===== src/rtl/change_dispenser_pkg.sv =====
// -----------------------------------------------------------------------------
// machine_pkg
// Shared definitions for the coin-vending machine and its payout stage.
//   disp_state_t : payout FSM states
//   COIN_UNIT    : value of one refunded coin (currency units)
//   CHANGE_W     : width of the change count handed over by the machine
//   max3()       : largest of three interval lengths, used to size the timer
// -----------------------------------------------------------------------------
package machine_pkg;

  typedef enum logic [2:0] {
    IDLE     = 3'd0,
    PULSE    = 3'd1,
    WAIT_ACK = 3'd2,
    GAP      = 3'd3,
    FAULT    = 3'd4
  } disp_state_t;

  localparam int COIN_UNIT = 5;
  localparam int CHANGE_W  = 2;

  function automatic int max3(input int a, input int b, input int c);
    int m;
    m = a;
    if (b > m) begin
      m = b;
    end else begin
      m = m;
    end
    if (c > m) begin
      m = c;
    end else begin
      m = m;
    end
    return m;
  endfunction

endpackage


===== src/rtl/change_dispenser_timer.sv =====
// -----------------------------------------------------------------------------
// dispense_timer
// Loadable down-counter shared by the PULSE, WAIT_ACK and GAP intervals.
// A load value of N-1 makes zero assert on the N-th cycle after the load edge.
// Ports:
//   clk      in  : clock, rising edge
//   reset    in  : asynchronous active-low reset
//   load     in  : load load_val on the next edge (takes priority)
//   load_val in  : reload value (interval length minus one)
//   zero     out : counter has reached zero (holds there)
// -----------------------------------------------------------------------------
module dispense_timer #(
  parameter int W = 3
) (
  input  logic         clk,
  input  logic         reset,
  input  logic         load,
  input  logic [W-1:0] load_val,
  output logic         zero
);

  localparam logic [W-1:0] ONE = W'(1);

  logic [W-1:0] cnt_r;

  // Counter register: reload on state entry, otherwise count down to zero.
  always_ff @(posedge clk or negedge reset) begin
    if (!reset) begin
      cnt_r <= {W{1'b0}};
    end else if (load) begin
      cnt_r <= load_val;
    end else if (cnt_r != {W{1'b0}}) begin
      cnt_r <= cnt_r - ONE;
    end else begin
      cnt_r <= cnt_r;
    end
  end

  assign zero = (cnt_r == {W{1'b0}});

endmodule


===== src/rtl/change_dispenser.sv =====
// -----------------------------------------------------------------------------
// change_dispenser
// Payout stage behind the vending machine. Accumulates refunds (in coins) from
// done/change strobes and ejects them one at a time through a hopper using a
// timed coin_out pulse answered by hopper_ack. A missing ack latches fault
// until fault_clr; owed coins are kept so payout resumes afterwards.
// Optional feature macro: CHANGE_DISPENSER_RETRY_EN -- when defined, the first
// ack timeout for a coin re-issues the pulse once before faulting.
// Ports:
//   clk        in  : clock, rising edge
//   reset      in  : asynchronous active-low reset
//   done       in  : sale-complete strobe
//   change     in  : coins owed, sampled when done=1
//   hopper_ack in  : coin-exit sensor pulse
//   fault_clr  in  : clears a latched fault
//   coin_out   out : hopper eject command
//   busy       out : state not IDLE or coins still owed
//   pending    out : coins still owed
//   fault      out : hopper timeout latched
//   ovf        out : sticky, pending counter saturated
// -----------------------------------------------------------------------------
module change_dispenser
  import machine_pkg::*;
#(
  parameter int PULSE_CYCLES   = 2,
  parameter int TIMEOUT_CYCLES = 8,
  parameter int GAP_CYCLES     = 1,
  parameter int PEND_W         = 4
) (
  input  logic                clk,
  input  logic                reset,
  input  logic                done,
  input  logic [CHANGE_W-1:0] change,
  input  logic                hopper_ack,
  input  logic                fault_clr,
  output logic                coin_out,
  output logic                busy,
  output logic [PEND_W-1:0]   pending,
  output logic                fault,
  output logic                ovf
);

  localparam int TMAX = max3(PULSE_CYCLES, TIMEOUT_CYCLES, GAP_CYCLES);
  // Largest load value is TMAX-1, so clog2(TMAX) bits suffice.
  localparam int TW = (TMAX > 1) ? $clog2(TMAX) : 1;

  localparam logic [TW-1:0]   PULSE_LD = TW'(PULSE_CYCLES - 1);
  localparam logic [TW-1:0]   WAIT_LD  = TW'(TIMEOUT_CYCLES - 1);
  localparam logic [TW-1:0]   GAP_LD   = TW'(GAP_CYCLES - 1);
  localparam logic [PEND_W:0] PEND_MAX = {1'b0, {PEND_W{1'b1}}};
  localparam logic [PEND_W:0] PEND_ONE = (PEND_W + 1)'(1);

  disp_state_t       state_r;
  disp_state_t       state_next_s;
  logic [PEND_W-1:0] pending_r;
  logic              ovf_r;
  logic              timer_load_s;
  logic [TW-1:0]     timer_val_s;
  logic              timer_zero_s;
  logic              ack_take_s;
  logic [PEND_W:0]   pend_add_s;
  logic [PEND_W:0]   pend_sum_s;
  logic [PEND_W-1:0] pend_next_s;
  logic              pend_sat_s;

`ifdef CHANGE_DISPENSER_RETRY_EN
  logic retry_r;
`endif

  // An ack only counts while waiting for one.
  assign ack_take_s = (state_r == WAIT_ACK) && hopper_ack;

  // State register.
  always_ff @(posedge clk or negedge reset) begin
    if (!reset) begin
      state_r <= IDLE;
    end else begin
      state_r <= state_next_s;
    end
  end

  // Next-state logic; an ack on the timeout cycle wins over the timeout.
  always_comb begin
    state_next_s = state_r;
    case (state_r)
      IDLE: begin
        if (pending_r != {PEND_W{1'b0}}) state_next_s = PULSE;
        else                             state_next_s = IDLE;
      end
      PULSE: begin
        if (timer_zero_s) state_next_s = WAIT_ACK;
        else              state_next_s = PULSE;
      end
      WAIT_ACK: begin
        if (hopper_ack) begin
          state_next_s = GAP;
        end else if (timer_zero_s) begin
`ifdef CHANGE_DISPENSER_RETRY_EN
          if (!retry_r) state_next_s = PULSE;
          else          state_next_s = FAULT;
`else
          state_next_s = FAULT;
`endif
        end else begin
          state_next_s = WAIT_ACK;
        end
      end
      GAP: begin
        if (timer_zero_s) state_next_s = IDLE;
        else              state_next_s = GAP;
      end
      FAULT: begin
        if (fault_clr) state_next_s = IDLE;
        else           state_next_s = FAULT;
      end
      default: state_next_s = IDLE;
    endcase
  end

  // Timer reload: every state change loads the interval of the state entered.
  always_comb begin
    timer_load_s = (state_next_s != state_r);
    case (state_next_s)
      PULSE:    timer_val_s = PULSE_LD;
      WAIT_ACK: timer_val_s = WAIT_LD;
      GAP:      timer_val_s = GAP_LD;
      default:  timer_val_s = {TW{1'b0}};
    endcase
  end

  dispense_timer #(
    .W(TW)
  ) u_timer (
    .clk      (clk),
    .reset    (reset),
    .load     (timer_load_s),
    .load_val (timer_val_s),
    .zero     (timer_zero_s)
  );

`ifdef CHANGE_DISPENSER_RETRY_EN
  // Retry flag: set by the first timeout of a coin, cleared by ack or fault_clr.
  always_ff @(posedge clk or negedge reset) begin
    if (!reset) begin
      retry_r <= 1'b0;
    end else if ((state_r == WAIT_ACK) && !hopper_ack && timer_zero_s && !retry_r) begin
      retry_r <= 1'b1;
    end else if (ack_take_s || ((state_r == FAULT) && fault_clr)) begin
      retry_r <= 1'b0;
    end else begin
      retry_r <= retry_r;
    end
  end
`endif

  // Pending update: add new change, subtract an accepted coin, then saturate.
  // Sum is one bit wider so the clip can be detected; pending>=1 in WAIT_ACK,
  // so the subtraction never underflows.
  always_comb begin
    pend_add_s = {(PEND_W + 1){1'b0}};
    if (done) begin
      pend_add_s = {{(PEND_W + 1 - CHANGE_W){1'b0}}, change};
    end else begin
      pend_add_s = {(PEND_W + 1){1'b0}};
    end
    pend_sum_s = {1'b0, pending_r} + pend_add_s;
    if (ack_take_s) begin
      pend_sum_s = pend_sum_s - PEND_ONE;
    end else begin
      pend_sum_s = pend_sum_s;
    end
    pend_sat_s = (pend_sum_s > PEND_MAX);
    if (pend_sat_s) begin
      pend_next_s = {PEND_W{1'b1}};
    end else begin
      pend_next_s = pend_sum_s[PEND_W-1:0];
    end
  end

  // Pending counter and sticky overflow flag.
  always_ff @(posedge clk or negedge reset) begin
    if (!reset) begin
      pending_r <= {PEND_W{1'b0}};
      ovf_r     <= 1'b0;
    end else begin
      pending_r <= pend_next_s;
      ovf_r     <= ovf_r | pend_sat_s;
    end
  end

  // Outputs decoded straight from registers; reset clears them asynchronously.
  always_comb begin
    coin_out = (state_r == PULSE);
    fault    = (state_r == FAULT);
    busy     = (state_r != IDLE) || (pending_r != {PEND_W{1'b0}});
    pending  = pending_r;
    ovf      = ovf_r;
  end

endmodule


===== config.mk =====
export PLATFORM = sky130hd
export DESIGN_NAME = change_dispenser
export DESIGN_NICKNAME = d
export VERILOG_FILES = /design/src/rtl/change_dispenser_pkg.sv /design/src/rtl/change_dispenser_timer.sv /design/src/rtl/change_dispenser.sv
export SDC_FILE = /design/constraint.sdc
export NUM_CORES = 1
export LEC_CHECK = 0
export BUFFER_PORTS_ARGS = -buffer_cell sky130_fd_sc_hd__buf_2
export CORE_MARGIN = 3
export CORE_UTILIZATION = 53
export DETAILED_ROUTE_END_ITERATION = 6
export GPL_ROUTABILITY_DRIVEN = 1
export PLACE_DENSITY = 0.83
export SLEW_MARGIN = 25
export SYNTH_ARGS = -nofsm -noshare
export SYNTH_HDL_FRONTEND = slang
export SYNTH_SLANG_ARGS = --single-unit

===== constraint.sdc =====
create_clock -name clk -period 2.5 [get_ports clk]
set_clock_uncertainty 0.1 [all_clocks]
set_input_delay 0 -clock clk [delete_from_list [all_inputs] [get_ports clk]]
set_output_delay 0 -clock clk [all_outputs]
set_load 0.05 [all_outputs]

==> impl_metrics.toml, run 1 <==
[floorplan]
chipWidth_um = 45.8
start_util_pct = 60.0
core_um2 = 1400
row_count = 13
full_die_area_um2 = 2100
fp.dieH_um = 45.8
num_io_pins = 15

[yosys]
post_synthesis_net_count = 107
synth_top_cells_by_area = "dfrtp_1 (33%), ha_1 (7.5%), nor2b_1 (3.7%)"
synth-main-ff-cell = "dfrtp_1"
synthesis.area_per_instance_um2 = 8.93
synth_cell_type_count = 39
post_synth_inst_count = 94
synth_top_area_share_pct = 32.8
async_reset_ff_share_pct = 100
synth_compound_gate_area_share_pct = 12.1
yosys.area_share.xor_xnor_pct = 6.86
synth.mux.area_fraction_pct = 2.53
syn_area_um2 = 840
number_of_flops_mapped_to_enable_cells_by_yosys = 0
number_of_synthesized_register_bits = 11
synthesis.yosys.warnings = 0
synth_fa_ha_area_share_pct = 9.84
cell_taking_the_most_area_after_synthesis = "dfrtp_1"
dominant_combinational_cell_family_by_area_after_synthesis = "simple AND/OR/NAND/NOR gates"
yosys.area_share.simple_pct = 30.0
synth_sequential_area_ratio_pct = 32.8

[cells_and_area]
final_layout_size_suffix_gt1_share_pct = 19.1
antenna_cells = 0
final_nets = 124
post-route-util_pct = 68.7
area.growth.synth_to_final_pct = 14.5
finalNonFillerCells = 125

[timing]
final_hold_vios = 0
post-route-period-util_pct = 93.3
hold-worst-slack_ns = 0.0152
timing.setup.tns_ns = 0
final_critical_path_setup_slack_ns = 0.169
grt_setup_unrepaired = "no"
timing.max_slew.rel_slack_pct = 70.8
worst_pin_slew_ns = 0.434
final_count_of_pins_violating_max_slew = 0
final-setup-viol-count = 0
fin_crit_ns = 2.33
fmax_ghz = 0.429

[detailed_routing]
routed_wire_length_per_instance_um = 13.6
initial_drt_markers = 18
drc_errors = 0
viasPerCell = 5.75
wirelength_mm = 1.70
route.vias.total = 719
route.antenna.remaining_nets = 0
drtPass1Iterations = 4

[clock_network]
numClockSinks = 11
clk-insertion-delay-late_ns = 0.27
tritoncts = "built"
clock_path_buffers = 2
cts_repair_resize_count = 0
cts_inserted_buffers = 3
clk_pin_slew_ns = 0.07
cts_root_buf = "clkbuf_4"
ctsHtreeMaxLevel = 1

[place]
gp_routability_congestion = 0.776
port_buffers = 14
post-dp-hpwl_mm = 1.25
preCtsSetupSlack_ns = 0.234
dp.cells = 118

[grt]
grt-ovfl-total = 0
first_global_vias = 655
grtUsageTotal_pct = 19.3
grt_first_pass_wirelength_mm = 2.93
grt_start_max_net_pins = 14
antenna_found_initial = 0

[worst_setup_path]
arrival_worst_endpoint_ns = 2.35
startpoint_type = "flop"
worstPathMaxFanout = 6
worst-endpoint-required_ns = 2.52
worstRegToRegCells = 7
criticalPathCategory = "reg2reg"
end_kind = "flop"

[min_path]
worst_hold_path_type = "in2async"

[power]
power_report.internal_total_uw = 637
combPwrFrac_pct = 62.3
sequential_share_of_power_pct = 28.5
power_switching_uw = 667
vdd_drop_max_uv = 970
p_sw_share_pct = 51.2
power.density_cell_area_nw_per_um2 = 1360
total_leakage_power_uw = 0.000425
power_frac_clock_pct = 9.2

[flow_run]
max_cap_violations = 0

[status]
run_status = "completed"
cells by family after synthesis:
group / Yosys count
AND/OR/NAND/NOR: 42
AO/OA/AOI/OAI: 16
buffers and inverters: 12
flip-flops: 11
adder cells (fa/ha/maj): 6
XOR/XNOR: 5
multiplexers: 2
worst max-delay path, cell delays in order (launching register included):
cell and delay [ns]:
dfrtp_1 0.39, ha_1 0.21, inv_1 0.06, fa_1 0.45, ha_1 0.29, and3_1 0.16, o21ai_0 0.37, nand3_1 0.13
power by group through the flow:
stage	logic, µW	clock network, µW	registers [µW]
2_1_floorplan	540	0	465
3_3_place_gp	775	0	364
3_5_place_dp	802	0	371
4_1_cts	815	123	369
5_1_grt	895	132	388
6_report	812	120	372
final timing paths:
path | from | to | slack (ns)
setup reg to reg | pending[0] | pending[3] | 0.17
hold reg to reg | ovf | ovf | 0.40
min in group clk | hopper_ack | state_r[1] | 0.11
setup / recovery | pending[0] | pending[3] | 0.17
max in group asynchronous | reset | pending[3] | 2.07
hold / removal | reset | pending[0] | 0.02
area by class of cell:
cell class	count	area [µm²]
clock buffers	4	26.3
fillers	119	438
inverters	7	26.3
multi-input cells	71	514
flip-flops and latches	11	275
well taps	15	18.8
repair buffers	17	100
per-layer routing:
layer	wire (µm)	track usage (%)
met5	0	0
met4	0	1.70
met3	98	7.11
met2	795	30.1
met1	807	26.5
flip-flops by register name (all words and copies together), names as in the netlist:
name / flops
ovf: 1
pending: 4
u_timer.cnt_r: 3
state_r: 3
synth_stat cells, types with 2 or more instances:
cell type	number
a211oi_1	2
a21oi_1	3
clkbuf_1	3
dfrtp_1	11
ha_1	5
inv_1	7
nand2_1	5
nand2b_1	4
nand3_1	4
nand3b_1	2
nor2_1	7
nor2b_1	5
nor3_1	2
o211ai_1	2
o21ai_0	4
o32ai_1	2
or3_1	2
xnor2_1	3
layout by cell type, fill, tap and decap left out, types with 4 or more instances in the layout:
cell type,Yosys,layout
buf_2,1,14
nor2b_1,5,5
nand3_1,4,4
dfrtp_1,11,11
o21ai_0,4,4
nor2_1,7,7
ha_1,5,5
nand2b_1,4,4
inv_1,7,7
nand2_1,5,5
stage by stage:
stage / total power, µW / cell area, µm²
final: 1300 / 961
after global routing: 1410 / 961
after CTS: 1310 / 961
after detailed placement: 1170 / 905
after global placement: 1140 / 905
after floorplan: 1000 / 840
timing repair:
action / CTS / global route
buffers inserted: 0 / 0
hold buffers: 3 / 0
hold endpoints to repair: 12 / 0
No activity file was read; power rests on OpenSTA's default activity.
==> inputs of run 2 (changes only) <==
- SETUP_SLACK_MARGIN: unset -> 0.3
==> run 2 against run 1 <==
Critical path depth did not move. Setup slack improved by 0.24 ns. Core utilization rose by 1.3 points. Final cell count did not move. Sequential cell count did not move. Global-route usage fell by 0.11 points. First-iteration DRC count fell by 5.6%. Clock power barely moved. Non-clock buffer count did not move. Largest power group unchanged.
==> impl_metrics.toml, run 2 (synthesized netlist as in run 1, its figures left out) <==
[worst_setup_path]
criticalPathCategory = "reg2reg"
end_kind = "flop"
worstRegToRegCells = 7
startpoint_type = "flop"
arrival_worst_endpoint_ns = 2.13
crit_path_cell_trace = "ha_1, inv_1, fa_2, ha_2, and3_1, o21ai_2, nand3_1"
critPathTopFamily = "adder cells"
regToRegStartpoint = "pending[0]"
regToRegEndpoint = "pending[1]"
worst-endpoint-required_ns = 2.54
worstPathMaxFanout = 6
slowest_delay_ns = 0.46
timing.critical_path.slowest_stage_cell = "fa_2"
worst-r2r-setup-slack_ns = 0.41
buf_inv_on_cp = 1

[power]
power_uw = 1320
vdd_drop_max_uv = 837
total_leakage_power_uw = 0.000423
power.density_cell_area_nw_per_um2 = 1350

[detailed_routing]
drc_errors = 0
routed_wire_length_per_instance_um = 14.0
viasPerCell = 5.74
route.vias.total = 717
route.antenna.remaining_nets = 0
initial_drt_markers = 17
drtPass1Iterations = 4
wirelength_mm = 1.75

[floorplan]
start_util_pct = 60.0
num_io_pins = 15
full_die_area_um2 = 2100
row_count = 13
fp.dieH_um = 45.8
core_um2 = 1400
chipWidth_um = 45.8

[timing]
timing.max_slew.rel_slack_pct = 71.8
final-setup-viol-count = 0
worst_pin_slew_ns = 0.423
post-route-period-util_pct = 83.5
timing.setup.tns_ns = 0
fin_crit_ns = 2.09
final_critical_path_setup_slack_ns = 0.412
final_count_of_pins_violating_max_slew = 0
final_hold_vios = 0
grt_setup_unrepaired = "no"
fmax_ghz = 0.479

[cells_and_area]
final_nets = 124
largest_reg_flops = 4
post-route-util_pct = 69.9
area.growth.synth_to_final_pct = 16.5
final_layout_size_suffix_gt1_share_pct = 24.5
layout.cells.most_common = "buf_2"
most-common-layout-cells = "buf_2 (14), dfrtp_1 (9), inv_1 (7), nor2_1 (7)"
antenna_cells = 0

[flow_run]
max_cap_violations = 0

[clock_network]
clock_path_buffers = 2
clk_pin_slew_ns = 0.07
tritoncts = "built"
ctsHtreeMaxLevel = 1
cts_inserted_buffers = 3
cts_root_buf = "clkbuf_4"
numClockSinks = 11
clk-insertion-delay-late_ns = 0.27

[grt]
grtUsageTotal_pct = 19.1
first_global_vias = 662
grt_start_max_net_pins = 14
grt_first_pass_wirelength_mm = 2.90
grt-ovfl-total = 0
antenna_found_initial = 0

[min_path]
worst_hold_path_type = "in2async"

[place]
port_buffers = 14
post-dp-hpwl_mm = 1.30
preCtsSetupSlack_ns = 0.289
gp_routability_congestion = 0.800

[status]
run_status = "completed"
-- run 2: metrics by stage --
step,cells,hold WS [ns],cell area [µm²]
CTS,125,0.0179,967
global route,125,0.0347,978
floorplan,94,-0.396,842
finish,125,0.0164,978
detailed placement,118,-0.222,907
global placement,118,-0.225,907
-- run 2: timing repair --
item	in CTS	in global routing
setup buffers	0	0
hold buffers	3	0
gates cloned	0	0
pin swaps	0	1
endpoints found under the hold margin	12	0
endpoints found under the setup margin	3	6
gates resized for setup	1	3
-- run 2: how the worst max path moves through the flow --
stage	slack (ns)	cells after the start	startpoint	endpoint
6_report	0.41	7	pending[0]	pending[1]
5_1_grt	0.32	7	pending[0]	ovf
4_1_cts	0.33	7	pending[0]	pending[1]
3_5_place_dp	0.29	7	pending[0]	pending[1]
3_3_place_gp	0.40	7	pending[0]	pending[1]
2_1_floorplan	0.33	7	pending[0]	pending[0]
-- run 2: cell type report --
type | count | area [µm²]
clock buffers | 4 | 26.3
fillers | 116 | 420
inverters | 7 | 26.3
multi-input cells | 71 | 529
flip-flops and latches | 11 | 278
well taps | 15 | 18.8
repair buffers | 17 | 100
-- run 2: layer usage --
layer,share of wire (%),track usage [%]
met5,0,0
met2,47,28.1
met1,47,27.1
met4,0,3.41
met3,5.4,7.11
-- run 2: where the power goes --
| group | total (µW) | switching [µW] | internal [µW] |
|---|---|---|---|
| clock network | 119 | 57.6 | 61.8 |
| logic | 824 | 505 | 319 |
| registers | 377 | 110 | 267 |
